## config.mk

```make
export PLATFORM = sky130hd
export DESIGN_NAME = grid_cfg_sequencer
export DESIGN_NICKNAME = d
export VERILOG_FILES = /design/src/rtl/grid_ctrl_pkg.sv /design/src/rtl/grid_byte_serializer.sv /design/src/rtl/grid_cfg_sequencer.sv
export SDC_FILE = /design/constraint.sdc
export NUM_CORES = 1
export LEC_CHECK = 0
export BUFFER_PORTS_ARGS = -buffer_cell sky130_fd_sc_hd__buf_2
export CORE_MARGIN = 4
export CORE_UTILIZATION = 55
export CTS_CLUSTER_SIZE = 25
export DETAILED_ROUTE_END_ITERATION = 8
export HOLD_SLACK_MARGIN = 0.08
export PLACE_DENSITY = 0.78
export SETUP_SLACK_MARGIN = 0.4
export SLEW_MARGIN = 20
export SYNTH_ARGS = -nofsm -noshare
export SYNTH_HDL_FRONTEND = slang
export SYNTH_HIERARCHICAL = 1
export SYNTH_SLANG_ARGS = --single-unit
```

## constraint.sdc

```tcl
create_clock -name clk -period 6.71 [get_ports clk]
set_input_delay 1.342 -clock clk [delete_from_list [all_inputs] [get_ports clk]]
set_output_delay 1.342 -clock clk [all_outputs]
set_load 0.03 [all_outputs]
```

## src/rtl/grid_ctrl_pkg.sv

```systemverilog
// Shared types and constants for the rotatable-tile grid configuration controller.
package grid_ctrl_pkg;

  typedef enum logic [1:0] {
    ST_IDLE  = 2'd0,
    ST_SHIFT = 2'd1,
    ST_LATCH = 2'd2,
    ST_RUN   = 2'd3
  } state_e;

  localparam logic [1:0] CFG_NONE = 2'd0;
  localparam logic [1:0] CFG_V    = 2'd1;
  localparam logic [1:0] CFG_H    = 2'd2;
  localparam logic [1:0] CFG_D    = 2'd3;

  localparam logic [15:0] CRC_POLY = 16'h1021;
  localparam logic [15:0] CRC_INIT = 16'hFFFF;

  // Latch selector strobed after each flip-plane pass (V, H, then D).
  function automatic logic [1:0] cfg_for_pass(input logic [1:0] pass);
    case (pass)
      2'd0:    return CFG_V;
      2'd1:    return CFG_H;
      default: return CFG_D;
    endcase
  endfunction

  // CRC-16-CCITT, MSB first, one bit per call; init has priority over step.
  function automatic logic [15:0] crc16_next(input logic init, input logic step,
                                             input logic [15:0] crc, input logic din);
    logic fb;
    fb = crc[15] ^ din;
    if (init)      return CRC_INIT;
    else if (step) return {crc[14:0], 1'b0} ^ (fb ? CRC_POLY : 16'h0000);
    else           return crc;
  endfunction

endpackage

```

## src/rtl/grid_byte_serializer.sv

```systemverilog
// One-byte holding register that turns the host byte stream into scan bits, LSB first.
module grid_byte_serializer
  import grid_ctrl_pkg::*;
(
  input  logic       clk,
  input  logic       rst_n,
  input  logic       active,
  input  logic       next_active,
  input  logic       last_bit,
  input  logic       s_valid,
  input  logic [7:0] s_data,
  output logic       s_ready,
  output logic       bit_c,
  output logic       take_c,
  output logic       underflow_c
);

  logic [7:0] hold_q, hold_n, cur_byte;
  logic [2:0] idx_q, idx_n, cur_idx;
  logic       full_q, full_n, accept;

  // An empty register is bypassed so a freshly accepted byte shifts its bit 0 immediately.
  always_comb begin
    accept      = s_valid && s_ready;
    cur_byte    = full_q ? hold_q : s_data;
    cur_idx     = full_q ? idx_q : 3'd0;
    bit_c       = cur_byte[cur_idx];
    take_c      = active && (full_q || accept);
    underflow_c = active && !full_q && !accept;
    hold_n      = hold_q;
    idx_n       = idx_q;
    full_n      = full_q;
    if (take_c) begin
      hold_n = cur_byte;
      idx_n  = cur_idx + 3'd1;
      full_n = !(last_bit || (cur_idx == 3'd7));
    end
  end

  always_ff @(posedge clk or negedge rst_n) begin
    if (!rst_n) begin
      hold_q  <= 8'h00;
      idx_q   <= 3'd0;
      full_q  <= 1'b0;
      s_ready <= 1'b0;
    end else begin
      hold_q  <= hold_n;
      idx_q   <= idx_n;
      full_q  <= full_n;
      s_ready <= next_active && !full_n;
    end
  end

endmodule

```

## src/rtl/grid_cfg_sequencer.sv

```systemverilog
// Loads the 32x32 tile grid in four scan passes, strobes config latches, then runs loop breakers.
// Optional readback CRC of grid_sc_out is built when GRID_CFG_READBACK_EN is defined.
module grid_cfg_sequencer #(
  parameter int unsigned CHAIN_LEN = 4096,
  parameter int unsigned LB_PERIOD = 16
) (
  input  logic        clk,
  input  logic        rst_n,
  input  logic        start,
  input  logic        stop,
  input  logic        lb_en,
  input  logic        s_valid,
  input  logic [7:0]  s_data,
  output logic        s_ready,
  output logic        grid_se,
  output logic        grid_sc,
  output logic [1:0]  grid_cfg,
  output logic        grid_lb,
  output logic [1:0]  grid_lbc,
  input  logic        grid_sc_out,
  output logic        busy,
  output logic        running,
  output logic        err,
  output logic [15:0] readback_crc
);
  import grid_ctrl_pkg::*;

  localparam int unsigned CNT_W = (CHAIN_LEN > 1) ? $clog2(CHAIN_LEN) : 1;
  localparam int unsigned LB_W  = (LB_PERIOD > 1) ? $clog2(LB_PERIOD) : 1;
  localparam logic [CNT_W-1:0] LAST_BIT = CNT_W'(CHAIN_LEN - 1);
  localparam logic [LB_W-1:0]  LB_LAST  = LB_W'(LB_PERIOD - 1);

  state_e           state_q, state_n;
  logic [1:0]       pass_q, pass_n;
  logic [CNT_W-1:0] bitcnt_q, bitcnt_n;
  logic [LB_W-1:0]  lb_cnt_q, lb_cnt_n;
  logic             err_n, busy_n, running_n, se_n, sc_n, lb_n;
  logic [1:0]       cfg_n, lbc_n;
  logic             crc_init_c, crc_step_c;
  logic             bit_c, take_c, underflow_c;

  grid_byte_serializer u_ser (
    .clk         (clk),
    .rst_n       (rst_n),
    .active      (state_q == ST_SHIFT),
    .next_active (state_n == ST_SHIFT),
    .last_bit    (bitcnt_q == LAST_BIT),
    .s_valid     (s_valid),
    .s_data      (s_data),
    .s_ready     (s_ready),
    .bit_c       (bit_c),
    .take_c      (take_c),
    .underflow_c (underflow_c)
  );

  // Next state plus next registered grid outputs; idle values are the defaults.
  always_comb begin
    state_n    = state_q;
    pass_n     = pass_q;
    bitcnt_n   = bitcnt_q;
    lb_cnt_n   = lb_cnt_q;
    err_n      = err;
    se_n       = 1'b0;
    sc_n       = 1'b0;
    cfg_n      = CFG_NONE;
    lb_n       = 1'b1;
    lbc_n      = 2'd0;
    crc_init_c = 1'b0;
    crc_step_c = 1'b0;
    case (state_q)
      ST_IDLE: begin
        if (start) begin
          state_n    = ST_SHIFT;
          pass_n     = 2'd0;
          bitcnt_n   = '0;
          err_n      = 1'b0;
          crc_init_c = 1'b1;
        end
      end
      ST_SHIFT: begin
        if (underflow_c) begin
          err_n   = 1'b1;
          state_n = ST_IDLE;
        end else if (take_c) begin
          se_n       = 1'b1;
          sc_n       = bit_c;
          crc_step_c = 1'b1;
          if (bitcnt_q == LAST_BIT) begin
            bitcnt_n = '0;
            if (pass_q == 2'd3) begin
              state_n  = ST_RUN;
              lb_cnt_n = '0;
            end else begin
              state_n = ST_LATCH;
            end
          end else begin
            bitcnt_n = bitcnt_q + CNT_W'(1);
          end
        end
      end
      ST_LATCH: begin
        se_n    = 1'b1;
        cfg_n   = cfg_for_pass(pass_q);
        pass_n  = pass_q + 2'd1;
        state_n = ST_SHIFT;
      end
      ST_RUN: begin
        // stop wins over a simultaneous start; start is not looked at here
        if (stop) begin
          state_n = ST_IDLE;
        end else begin
          lb_n  = lb_en;
          lbc_n = grid_lbc;
          if (lb_cnt_q == LB_LAST) begin
            lb_cnt_n = '0;
            lbc_n    = grid_lbc + 2'd1;
          end else begin
            lb_cnt_n = lb_cnt_q + LB_W'(1);
          end
        end
      end
      default: state_n = ST_IDLE;
    endcase
    busy_n    = (state_n == ST_SHIFT) || (state_n == ST_LATCH);
    running_n = (state_n == ST_RUN);
  end

  always_ff @(posedge clk or negedge rst_n) begin
    if (!rst_n) begin
      state_q  <= ST_IDLE;
      pass_q   <= 2'd0;
      bitcnt_q <= '0;
      lb_cnt_q <= '0;
      err      <= 1'b0;
      busy     <= 1'b0;
      running  <= 1'b0;
      grid_se  <= 1'b1;
      grid_sc  <= 1'b0;
      grid_cfg <= CFG_NONE;
      grid_lb  <= 1'b1;
      grid_lbc <= 2'd0;
    end else begin
      state_q  <= state_n;
      pass_q   <= pass_n;
      bitcnt_q <= bitcnt_n;
      lb_cnt_q <= lb_cnt_n;
      err      <= err_n;
      busy     <= busy_n;
      running  <= running_n;
      grid_se  <= se_n;
      grid_sc  <= sc_n;
      grid_cfg <= cfg_n;
      grid_lb  <= lb_n;
      grid_lbc <= lbc_n;
    end
  end

`ifdef GRID_CFG_READBACK_EN
  always_ff @(posedge clk or negedge rst_n) begin
    if (!rst_n) readback_crc <= 16'h0000;
    else        readback_crc <= crc16_next(crc_init_c, crc_step_c, readback_crc, grid_sc_out);
  end
`else
  logic unused_readback;
  assign unused_readback = crc_init_c | crc_step_c | grid_sc_out;
  assign readback_crc    = 16'h0000;
`endif

endmodule

```

==> results, run 1 <==
- The flow ran to the end, and the final reports show no timing, DRC or antenna violations.
- The via count of the first global-routing pass is 1670.
- The tool flagged a number of max-cap violations equal to 0.
- The setup-violating endpoint count in the final report is 0.
- After synthesis, the cell types taking the most area are sky130_fd_sc_hd__dfrtp_1 (42%), sky130_fd_sc_hd__ha_1 (6.1%), sky130_fd_sc_hd__buf_4 (5.2%).
- The minimum clock period is 3.29 ns.
- The placed wire-length estimate after detailed placement is 3.20 mm.
- In this run the worst path has a maximum fanout of 13.
- The yosys synthesis warning count is 6.
- The type of the most critical hold path is reg2reg.
- The overall power of the completed layout is 887 uW.
- The number of buffers and inverters on the critical path is 1.
- The actual transition at the worst max-transition pin is 0.936 ns.
- Entering global routing, the biggest net connects 44 pins.
- Pin placement for this block handled 42 I/O pins.
- At the worst endpoint, the required time is 6.90 ns.
- The maximum number of buffers from clock root to sink is 2.
- The width of the die is 75.0 um.
- In this run the cell area of the synthesized design comes to 2470 um2.
- The number of design rule violations left after detail routing is 0.
- The share of cells above drive strength 1 is 18.5%.
- The endpoint identified for the worst register-to-register timing path is bitcnt_q[6].
- The synthesized netlist devotes 13.7% of its cell area to compound gates.
- The area added between synthesis and finish is 5.97%.
- In this run the number of cells on the critical path is 7.
- The routed wire length per instance is 13.5 um.
- CTS saw 43 sinks.
- The worst min-delay path startpoint is u_ser/hold_q[0].
- The sort of element at the end of the critical path is a flip-flop.
- The repair_antennas step left the layout with diodes totalling 0.
- The mean instance size in the synthesized netlist is 9.96 um2.
- Counting distinct cell types in the post-synthesis netlist gives 57.
- The startpoint of the worst setup timing path is s_valid.
- Timing would allow up to 304 MHz.
- The critical path's top delay family is compound AO/OA/AOI/OAI gates.
- The most frequent cell after synthesis is sky130_fd_sc_hd__dfrtp_1.
- The critical path is of the in2reg type.
- For the final database, setup skew stands at 0.0120 ns.
- The static leakage is 0.00123 uW.
- The share of cell area taken by muxes after synthesis is 5.72%.
- The area share of and/or/nand/nor cells after synthesis is 20.3%.
- In the synthesized netlist the dominant register cell turns out to be sky130_fd_sc_hd__dfrtp_1.
- The end of the critical path is bitcnt_q[6].
- The floorplan step defined a die boundary enclosing 5630 um2.
- The share of the clock period used by the worst path is 49.0%.
- The first-pass GRT wire length is 7.20 mm.
- The CTS tree is built.
- The post-synthesis instance total is 248.
- The first-pass iteration count of the detailed router is 4.
- The final layout contains 297 nets.
- In this run, the number of DRC markers left after iteration 0 of detailed routing was 84.
- The signal on the critical path passes through buf_2 > and2_1 > nor3b_1 > and3b_1 > o21ai_1 > o21ai_0 > a22o_1.
- The launch instance of the worst register-to-register path is state_q[1].
- The post-synthesis async set-or-reset flop share is 100%.
- After detailed routing, the total wire length is 4.35 mm.
- The clock insertion delay at the later pin of the skew report is 0.30 ns.
- Counting flops with a built-in enable in the synthesized netlist gives 0.
- The slowest stage of the critical path belongs to the cell sky130_fd_sc_hd__o21ai_1.
- The CTS root buffer is sky130_fd_sc_hd__clkbuf_8.
- Using the TritonRoute via totals, the vias-per-cell ratio works out to 5.54.
- Summing the sequential cell areas from Yosys gives 43.6% of the chip area.
- The number of placement rows is 24.
- Setup repair after global routing left no endpoint under its margin.
- The number of max-slew violations in the final report is 0.
- For flop-to-flop paths, the worst setup slack is 3.72 ns.
- The count of endpoints failing hold in the final timing report came to 0.
- Counting the buffers created by CTS gives 5.
- The power density normalized to cell area is 339 nW/um2.
- The final global-route overflow total is 0.
- The quantity of hold-fixing buffers added after cts is 0.
- The initial antenna violation count is 0.
- The effective utilization at floorplan is 56.8%.
- In this run, synthesis produced a sequential element count of 43.
- The die height is 75.0 um.
- The cell taking the most area after synthesis is sky130_fd_sc_hd__dfrtp_1.
- The congestion estimate from routability-driven global placement came to 0.800.
- For this block, the via count after detailed routing is 1788.
- The deepest level of the CTS H-tree is 2.
- Across the VDD grid, the largest voltage drop is 0.250 mV.
- The setup slack after placement is 3.13 ns.
- The endpoint arrival time on the critical path is 3.48 ns.
- The worst setup path is launched from a primary input.
- For this run, the slowest stage of the critical path takes 0.70 ns.
- The detail route stage leaves a number of antenna-violating nets equal to 0.
- By area, the combinational part of the netlist is dominated by simple AND/OR/NAND/NOR gates.
- In the post-route analysis, the smallest setup slack over all paths is 3.42 ns.
- The count of buffers from port buffering is 24.
- The floorplan step defined a core boundary enclosing 4350 um2.
- Gates resized during post-CTS repair numbered 0.
- Setup total negative slack on the finished layout was measured at 0 ns.
- The post-CTS clock slew at the launch and capture registers of the worst setup and hold paths is 0.08 ns.
- The number of cells on the worst reg-to-reg path is 7.
- In the global route stage, overall resource usage came out at 16.8%.
- By count the netlist is led by sky130_fd_sc_hd__dfrtp_1 (41), sky130_fd_sc_hd__buf_4 (17), sky130_fd_sc_hd__nand2_1 (16).
- In this run the biggest area consumer among cell types represents 41.5% of the synthesized area.
- After Yosys synthesis, full adders, half adders and majority gates account for 6.08% of the synthesized area.
- In this run the tightest slew margin relative to its limit is 37.6%.
- The number of post-CTS setup repair buffers is 0.
- The share of the synthesized netlist area taken by xor and xnor gates is 1.06%.
- The number of inserted filler cells in the final layout is 371.
==> metal layers <==
layer	share of wire [%]	global-route usage (%)
met1	45	20.3
met2	48	27.7
met3	5.5	5.74
met4	1.3	6.13
met5	0	0
==> power breakdown <==
group / leakage, uW / switching [uW] / internal [uW] / total, uW
logic: 0.000628 / 219 / 142 / 361
registers: 0.000565 / 50.0 / 320 / 370
clock network: 0.0000395 / 82.8 / 74.0 / 157
total: 0.00123 / 352 / 535 / 887
==> placed cells by master (no fill, tap or decap), types with 2 or more instances in the layout <==
master	instances
sky130_fd_sc_hd__dfrtp_1	41
sky130_fd_sc_hd__buf_2	24
sky130_fd_sc_hd__nand2_1	16
sky130_fd_sc_hd__conb_1	16
sky130_fd_sc_hd__inv_1	15
sky130_fd_sc_hd__nor2_1	12
sky130_fd_sc_hd__ha_1	12
sky130_fd_sc_hd__a21oi_1	11
sky130_fd_sc_hd__o21ai_0	10
sky130_fd_sc_hd__mux2_2	9
sky130_fd_sc_hd__nor2b_1	7
sky130_fd_sc_hd__nand3_1	7
sky130_fd_sc_hd__nand3b_1	6
sky130_fd_sc_hd__o31ai_1	5
sky130_fd_sc_hd__clkbuf_8	5
sky130_fd_sc_hd__o21a_1	4
sky130_fd_sc_hd__mux2i_1	4
sky130_fd_sc_hd__and2_1	4
sky130_fd_sc_hd__nor3_1	4
sky130_fd_sc_hd__nand4_1	3
sky130_fd_sc_hd__o22ai_1	3
sky130_fd_sc_hd__o211ai_1	3
sky130_fd_sc_hd__o21ai_1	3
sky130_fd_sc_hd__nor4_1	3
sky130_fd_sc_hd__a31oi_1	3
sky130_fd_sc_hd__or3_1	3
sky130_fd_sc_hd__or4_1	3
sky130_fd_sc_hd__clkbuf_1	3
sky130_fd_sc_hd__nand2b_1	2
sky130_fd_sc_hd__xor2_1	2
sky130_fd_sc_hd__o31a_1	2
sky130_fd_sc_hd__and3_1	2
sky130_fd_sc_hd__dfstp_2	2
==> metrics by stage <==
step	hold slack [ns]	instances	util [%]	area, um2
4_1_cts	0.520	323	60.1	2620
5_1_grt	0.532	323	60.1	2620
2_1_floorplan	0.449	263	-	2530
6_report	0.511	323	60.1	2620
3_5_place_dp	0.501	315	58.3	2540
3_3_place_gp	0.464	315	58.3	2540
==> layout make-up <==
class	instances	area (um2)	share of cell area, %
Sequential cell	43	1080	41.2
Timing Repair Buffer	24	120	4.59
Multi-Input combinational cell	181	1220	46.5
Tap cell	52	65.1	2.48
Clock buffer	8	80.1	3.06
Inverter	15	56.3	2.15
==> kinds of logic (layout without fill, tap and decap cells) <==
logic type               Yosys count  after routing
flip-flops                        43             43
AND/OR/NAND/NOR                   85             85
other                              1             16
adder cells (fa/ha/maj)           12             12
XOR/XNOR                           3              3
buffers and inverters             39             47
multiplexers                      13             13
AO/OA/AOI/OAI                     52             52
==> worst register-to-register path: cells and delay by family (launching register included) <==
kind | cells | cell delay, ns
simple gates | 2 | 0.78
buf+inv | 1 | 0.11
fa+ha+maj | 1 | 0.49
flops | 1 | 0.41
compound gates | 3 | 1.11
==> how the worst min path moves through the flow <==
stage                            to  slack (ns)  cells past startpoint
finish              u_ser/hold_q[0]        0.51                      2
global route        u_ser/hold_q[3]        0.53                      1
CTS                 u_ser/hold_q[6]        0.52                      1
detailed placement  u_ser/hold_q[6]        0.50                      1
global placement    u_ser/hold_q[0]        0.46                      2
floorplan           u_ser/hold_q[0]        0.45                      2
==> registers in the layout, summed over array words and instances (netlist names), 2 cells and up <==
register and flops:
u_ser/idx_q 3, grid_cfg 2, grid_lbc 2, state_q 2, bitcnt_q 12, pass_q 2, lb_cnt_q 4, u_ser/hold_q 8
Note: power is estimated with default switching activity, not from simulation.
==> run 2, diff against run 1 <==
--- a/config.mk
+++ b/config.mk
@@ -7,11 +7,11 @@
 export LEC_CHECK = 0
 export BUFFER_PORTS_ARGS = -buffer_cell sky130_fd_sc_hd__buf_2
 export CORE_MARGIN = 4
-export CORE_UTILIZATION = 55
+export CORE_UTILIZATION = 51
 export CTS_CLUSTER_SIZE = 25
 export DETAILED_ROUTE_END_ITERATION = 8
 export HOLD_SLACK_MARGIN = 0.08
-export PLACE_DENSITY = 0.78
+export PLACE_DENSITY = 0.76
 export SETUP_SLACK_MARGIN = 0.4
 export SLEW_MARGIN = 20
 export SYNTH_ARGS = -nofsm -noshare
==> constraint.sdc (replaced) <==
create_clock -name clk -period 3 [get_ports clk]
set_input_delay 0.6 -clock clk [delete_from_list [all_inputs] [get_ports clk]]
set_output_delay 0.6 -clock clk [all_outputs]
set_load 0.03 [all_outputs]
==> results, run 2 (same netlist as run 1, synthesis figures left out) <==
- The worst setup path is launched from a flip-flop.
- In the post-route analysis, the smallest setup slack over all paths is 0.620 ns.
- The worst path uses 79.3% of the clock period.
- The routed wire length per instance is 13.2 um.
- The effective utilization at floorplan is 52.3%.
- The longest clock path from root to sink contains 2 buffers.
- The total track usage is 15.2%.
- The maximum fanout along the worst path is 8.
- The type of the most critical hold path is in2async.
- The initial antenna violation count came to 0.
- The CTS root buffer is sky130_fd_sc_hd__clkbuf_8.
- The capture point of the worst reg-to-reg path is busy.
- Walking the worst path, the cells encountered are inv_1 > ha_2 > o21a_1 > inv_1 > nor4_4 > mux2i_2 > a21oi_1 > ha_1 > inv_1.
- The placed wire-length estimate after detailed placement is 3.33 mm.
- Setup violations remaining at the end of the flow were counted as 0.
- The post-CTS clock slew at the launch and capture registers of the worst setup and hold paths is 0.08 ns.
- Dividing the detail-routed via count by the number of cells gives 5.35.
- The share of cells above drive strength 1 is 21.7%.
- Once layout is complete, the utilization of the core stands at 57.4%.
- In this run the core area contains 25 standard-cell rows.
- The largest registers in the layout are bitcnt_q x12, u_ser/hold_q x8, lb_cnt_q x4.
- The total overflow left after global routing is 0.
- Based on the critical path, the design can be clocked at up to 420 MHz.
- Leaving out fill and tap cells, the most frequent cell in the layout is sky130_fd_sc_hd__dfrtp_1.
- For this run, the slowest stage of the critical path takes 0.42 ns.
- Setup slack on the worst reg-to-reg path comes out at 0.62 ns.
- The count of endpoints failing hold in the final timing report came to 0.
- The count of nets left with antenna violations after detail routing is 0.
- The library cells used most frequently in the layout, excluding fill and tap cells, are sky130_fd_sc_hd__dfrtp_1 (41), sky130_fd_sc_hd__buf_2 (24), sky130_fd_sc_hd__nand2_1 (16), sky130_fd_sc_hd__conb_1 (16), sky130_fd_sc_hd__inv_1 (15).
- On the critical path, the stage with the largest delay is an instance of sky130_fd_sc_hd__dfrtp_1.
- The diode insertion count for antenna repair is 0.
- The setup slack after placement is 0.434 ns.
- Entering global routing, the biggest net connects 44 pins.
- The worst-case IR drop observed on VDD is 0.479 mV.
- The final setup skew is 0.00638 ns.
- The run finished with clean final reports.
- The number of violations of the max-capacitance limit is 0.
- Input and output buffers added on the ports amount to 24.
- The routed layout has 1840 vias.
- Final hold analysis gives a worst-case slack of 0.438 ns.
- The floorplan step defined a die boundary enclosing 6020 um2.
- The deepest level of the CTS H-tree is 2.
- The most critical setup path has its endpoint at busy.
- Setup repair after global routing left no endpoint under its margin.
- The sort of element at the end of the critical path is a flip-flop.
- The number of max-slew violations in the final report is 0.
- For this design, the CTS-stage hold fixing added 0 buffers.
- The first-pass GRT wire length is 7.29 mm.
- For this design the static power due to leakage is 0.00128 uW.
- Routability-driven placement finished with a final weighted congestion of 0.762.
- The detailed router finished its first iteration with 118 violations.
- Counting every sink on the clock net gives 43.
- The overall power of the completed layout is 2080 uW.
- Among the stages of the critical path, the cell type that occurs most often is sky130_fd_sc_hd__inv_1.
- TritonCTS built the clock tree.
- Adding up every negative setup slack in the final design gives 0 ns.
- Wires add up to 4.53 mm.
- The endpoint arrival time on the critical path is 2.57 ns.
- The number of inserted filler cells in the final layout is 407.
- After floorplanning, the core was sized to cover 4720 um2.
- The number of cells on the worst reg-to-reg path is 9.
- The worst slew slack as a fraction of its limit is 38.6%.
- The via count of the first global-routing pass is 1670.
- The minimum clock period is 2.38 ns.
- The register with the most flip-flops in the layout has 12 of them.
- The total number of nets in the final design is 303.
- In the routed design, unresolved DRC markers number 0.
- The die height is 77.6 um.
- The width of the die is 77.6 um.
- The area added between synthesis and finish is 9.62%.
- The number of I/O pins is 42.
- The launch instance of the worst register-to-register path is state_q[1].
- The required time of the critical path is 3.19 ns.
- The worst setup path is of the reg2reg kind.
- More flip-flops sit in one register than any other, and that register is bitcnt_q.
- The number of buffers inserted during clock tree synthesis is 5.
- For this design the ratio of total power to cell area is 769 nW/um2.
- For the worst-skew pair, the clock arrives at the later sink with an insertion delay of 0.30 ns.
- For the pin with the worst max-slew slack, the measured transition is 0.921 ns.
- The first-pass iteration count of the detailed router is 5.
- The startpoint of the worst setup timing path is state_q[1].
## run 2: changes by cell type in the layout (fill, tap and decap cells not counted)
cell	before	now
sky130_fd_sc_hd__mux2i_2	0	1
sky130_fd_sc_hd__clkbuf_8	5	6
sky130_fd_sc_hd__mux2i_1	4	3
sky130_fd_sc_hd__nor4_4	0	1
sky130_fd_sc_hd__ha_2	0	1
sky130_fd_sc_hd__clkinv_2	0	1
sky130_fd_sc_hd__ha_1	12	11
sky130_fd_sc_hd__buf_4	0	6
sky130_fd_sc_hd__nor4_2	1	0
sky130_fd_sc_hd__clkbuf_1	3	1
## run 2: power breakdown
part	total, uW	internal (uW)	switching [uW]
clock network	375	186	189
logic	880	368	512
registers	829	715	114
## run 2: per-stage QoR
step | instances | area [um2]
6_report | 344 | 2710
5_1_grt | 344 | 2710
4_1_cts | 343 | 2690
3_5_place_dp | 335 | 2590
3_3_place_gp | 335 | 2590
2_1_floorplan | 263 | 2530
## run 2: cell type report
cell class / count / area [um2] / share of cell area, %
clock buffer: 7 / 86.3 / 3.19
multi-input combinational: 181 / 1230 / 45.5
timing repair buffer: 30 / 165 / 6.10
tap: 67 / 83.8 / 3.09
clock inverter: 1 / 5.00 / 0.185
sequential: 43 / 1080 / 39.8
inverter: 15 / 56.3 / 2.08
## run 2: metal layers
| layer | wire length, um | global-route usage (%) |
|---|---|---|
| met1 | 2070 | 18.9 |
| met2 | 2170 | 25.6 |
| met3 | 198 | 3.25 |
| met4 | 89 | 6.23 |
| met5 | 0 | 0 |
## run 2: worst max-delay path, delay by kind of cell, from the launching register on
| family | cells | cell delay (ns) |
|---|---|---|
| AO/OA/AOI/OAI | 2 | 0.37 |
| adder cells (fa/ha/maj) | 2 | 0.55 |
| buffers and inverters | 3 | 0.26 |
| flip-flops | 1 | 0.42 |
| multiplexers | 1 | 0.31 |
| AND/OR/NAND/NOR | 1 | 0.36 |
## run 2: worst min-delay path by stage
stage                    startpoint               to  depth (start not counted)
finish                        rst_n      bitcnt_q[3]                          1
global route                  lb_en          grid_lb                          2
CTS                           rst_n          grid_sc                          1
detailed placement  u_ser/hold_q[0]  u_ser/hold_q[0]                          2
global placement    u_ser/hold_q[0]  u_ser/hold_q[0]                          2
floorplan                     rst_n      bitcnt_q[0]                          0
## run 2: repair_timing
item,CTS,global route
setup endpoints to repair,0,2
setup buffers,0,1
gates resized for setup,0,3
==> run 3, diff against run 2 <==
==> constraint.sdc (replaced) <==
create_clock -name clk -period 2 [get_ports clk]
set_input_delay 0.4 -clock clk [delete_from_list [all_inputs] [get_ports clk]]
set_output_delay 0.4 -clock clk [all_outputs]
set_load 0.03 [all_outputs]
==> results, run 3 (same netlist as run 1, synthesis figures left out) <==
- The routed design could run at a clock period as short as 2.01 ns.
- The number of cells on the worst reg-to-reg path is 9.
- The count of nets left with antenna violations once routing finished came out at 0.
- The area added between synthesis and finish is 29.1%.
- The first detailed-routing pass took 4 iterations.
- Of the total power, registers draw 32.0%.
- Leaving out fill and tap cells, the most frequent cell in the layout is sky130_fd_sc_hd__dfrtp_1.
- The top cell types in the final layout, fill and taps aside, are sky130_fd_sc_hd__dfrtp_1 (39), sky130_fd_sc_hd__buf_4 (33), sky130_fd_sc_hd__buf_2 (24).
- The initial utilization of the core area, before any placement, comes to 52.3%.
- For this design, the CTS-stage hold fixing added 0 buffers.
- Port buffering added 24 buffers.
- The placed wire-length estimate after detailed placement is 3.53 mm.
- CTS built an H-tree with a depth of 2.
- During I/O placement, the number of pins put on the boundary was 42.
- The via count of the first global-routing pass was 1973.
- The root buffer cell chosen for the clock tree is sky130_fd_sc_hd__clkbuf_8.
- The internal power consumption is 2360 uW.
- The register-to-register path setup slack is -0.01 ns.
- Per report_power, the combinational group accounts for 53.2% of the total.
- Setup repair after global routing could not meet its margin everywhere.
- After detailed routing, the total wire length is 5.64 mm.
- The first-pass GRT wire length is 8.74 mm.
- The worst register-to-register path ends at busy.
- The worst setup path is captured at a flip-flop.
- 0 antenna diodes ended up in the layout.
- The top register by number of flip-flops is bitcnt_q.
- After global routing the overflow that remains totals 0.
- The worst voltage drop across the vdd grid is 0.745 mV.
- The worst register-to-register path begins at state_q[1].
- The initial antenna violation count is 0.
- The setup-violating endpoint count in the final report is 1.
- Dividing the detail-routed via count by the number of cells gives 5.37.
- The run finished, with violations left.
- The number of clock sinks is 43.
- The number of buffers inserted during clock tree synthesis is 5.
- Adding up every negative setup slack in the final design gives -0.0107 ns.
- The routed wire length per instance is 14.9 um.
- In this run the horizontal extent of the chip is 77.6 um.
- The floorplan step set the die height to 77.6 um.
- The switching power as a share of total power is 39.2%.
- The count of endpoints failing hold in the final timing report was 0.
- The maximum fanout along the worst path is 5.
- After floorplanning, the core was sized to cover 4720 um2.
- The number of DRC markers in iteration 0 is 118.
- The number of violations of the max-capacitance limit is 0.
- The proportion of power drawn by the clock network is 14.8%.
- In this run the static leakage power is 0.00150 uW.
- Headroom to the max-slew limit came out at 58.3%.
- The final weighted congestion in routability-driven placement is 0.788.
- The number of max-slew violations in the final report is 0.
- Summed over all nets, the switching power comes to 1520 uW.
- The total number of nets in the final design is 339.
- The critical path in this run is classified as reg2reg.
- The register with the most flip-flops in the layout has 12 of them.
- The CTS tree is built.
- Entering global routing, the biggest net connects 28 pins.
- The startpoint class of the critical path is a flip-flop.
- Clock latency on the worst-skew pair, taken at its later pin, is 0.30 ns.
- The share of cells above drive strength 1 is 40.9%.
- The tightest min-delay check is of the in2async type.
- In the routed design, unresolved DRC markers number 0.
- The post-CTS clock slew at the launch and capture registers of the worst setup and hold paths is 0.08 ns.
- The final setup skew is 0.00621 ns.
- The detailed-route via count is 2040.
- At the worst endpoint, the required time is 2.20 ns.
- In the final layout, the registers with the most flip-flops are bitcnt_q x12, u_ser/hold_q x8, lb_cnt_q x4.
- The initialized floorplan defines 25 standard-cell rows.
- The final design utilization is 67.5%.
- The floorplan die area is 6020 um2.
- Derived from the worst setup path, the maximum achievable clock frequency is 497 MHz.
- The endpoint arrival time on the critical path is 2.21 ns.
- The final reports fail on setup timing.
- In this run the power density over the cells is 1220 nW/um2.
- The actual transition at the worst max-transition pin is 0.625 ns.
- The setup slack after layout is -0.0107 ns.
- The share of the clock period used by the worst path is 101%.
- On the final layout, the worst hold slack is 0.109 ns.
- No sink is reached through more buffers than the 2 on the longest clock path.
- The total track usage is 18.1%.
## run 3: timing repair
| item | CTS | global route |
|---|---|---|
| pin swaps | 20 | 8 |
| setup endpoints to repair | 22 | 25 |
| gates cloned | 1 | 0 |
| gates resized for setup | 19 | 20 |
| buffers inserted | 16 | 5 |
| hold endpoints to repair | 0 | 0 |
## run 3: worst max-delay path by stage
stage	cells after the start	endpoint	start	slack [ns]
floorplan	9	u_ser/s_ready	state_q[1]	0.05
finish	9	busy	state_q[1]	-0.01
CTS	7	busy	bitcnt_q[0]	0.08
global placement	7	u_ser/s_ready	bitcnt_q[1]	0.06
detailed placement	7	u_ser/s_ready	bitcnt_q[1]	0.03
global route	7	busy	bitcnt_q[0]	-0.14
## run 3: routing by layer
metal / up-vias / part of all wire, % / wire (um) / track usage [%]
met5: - / 0 / 0 / 0
met4: 0 / 2.5 / 141 / 5.34
met3: 13 / 3.2 / 179 / 4.06
met2: 39 / 52 / 2910 / 31.6
met1: 1010 / 43 / 2420 / 22.1
li1: 978 / - / - / -
## run 3: layout make-up
class | count | area [um2]
multi-input combinational | 182 | 1410
fill | 352 | 1530
sequential | 43 | 1080
clock buffer | 7 | 86.3
tap | 67 | 83.8
timing repair buffer | 65 | 467
inverter | 15 | 56.3
clock inverter | 1 | 5.00
## run 3: power groups by stage
stage                     combinational, uW  sequential [uW]  clock [uW]
after global routing                   2230             1280         633
after global placement                 1450             1250           0
after floorplan                        1080             1280           0
final                                  2070             1240         576
after CTS                              1850             1240         583
after detailed placement               1490             1260           0
## run 3: metrics by stage
| step | total power, uW | cells | area, um2 | setup WS [ns] |
|---|---|---|---|---|
| 2_1_floorplan | 2350 | 263 | 2580 | 0.0487 |
| 3_3_place_gp | 2700 | 350 | 2770 | 0.0591 |
| 3_5_place_dp | 2750 | 350 | 2770 | 0.0260 |
| 4_1_cts | 3670 | 375 | 3050 | 0.0834 |
| 5_1_grt | 4140 | 380 | 3190 | -0.136 |
| 6_report | 3890 | 380 | 3190 | -0.0107 |
## run 3: worst max-delay path: stages, from the launching register on
cell and delay (ns):
sky130_fd_sc_hd__dfrtp_1 0.39, sky130_fd_sc_hd__inv_2 0.10, sky130_fd_sc_hd__ha_4 0.18, sky130_fd_sc_hd__o21a_4 0.15
sky130_fd_sc_hd__inv_2 0.05, sky130_fd_sc_hd__nor4_4 0.26, sky130_fd_sc_hd__mux2i_1 0.31, sky130_fd_sc_hd__a21oi_1 0.11
sky130_fd_sc_hd__ha_2 0.33, sky130_fd_sc_hd__inv_2 0.03
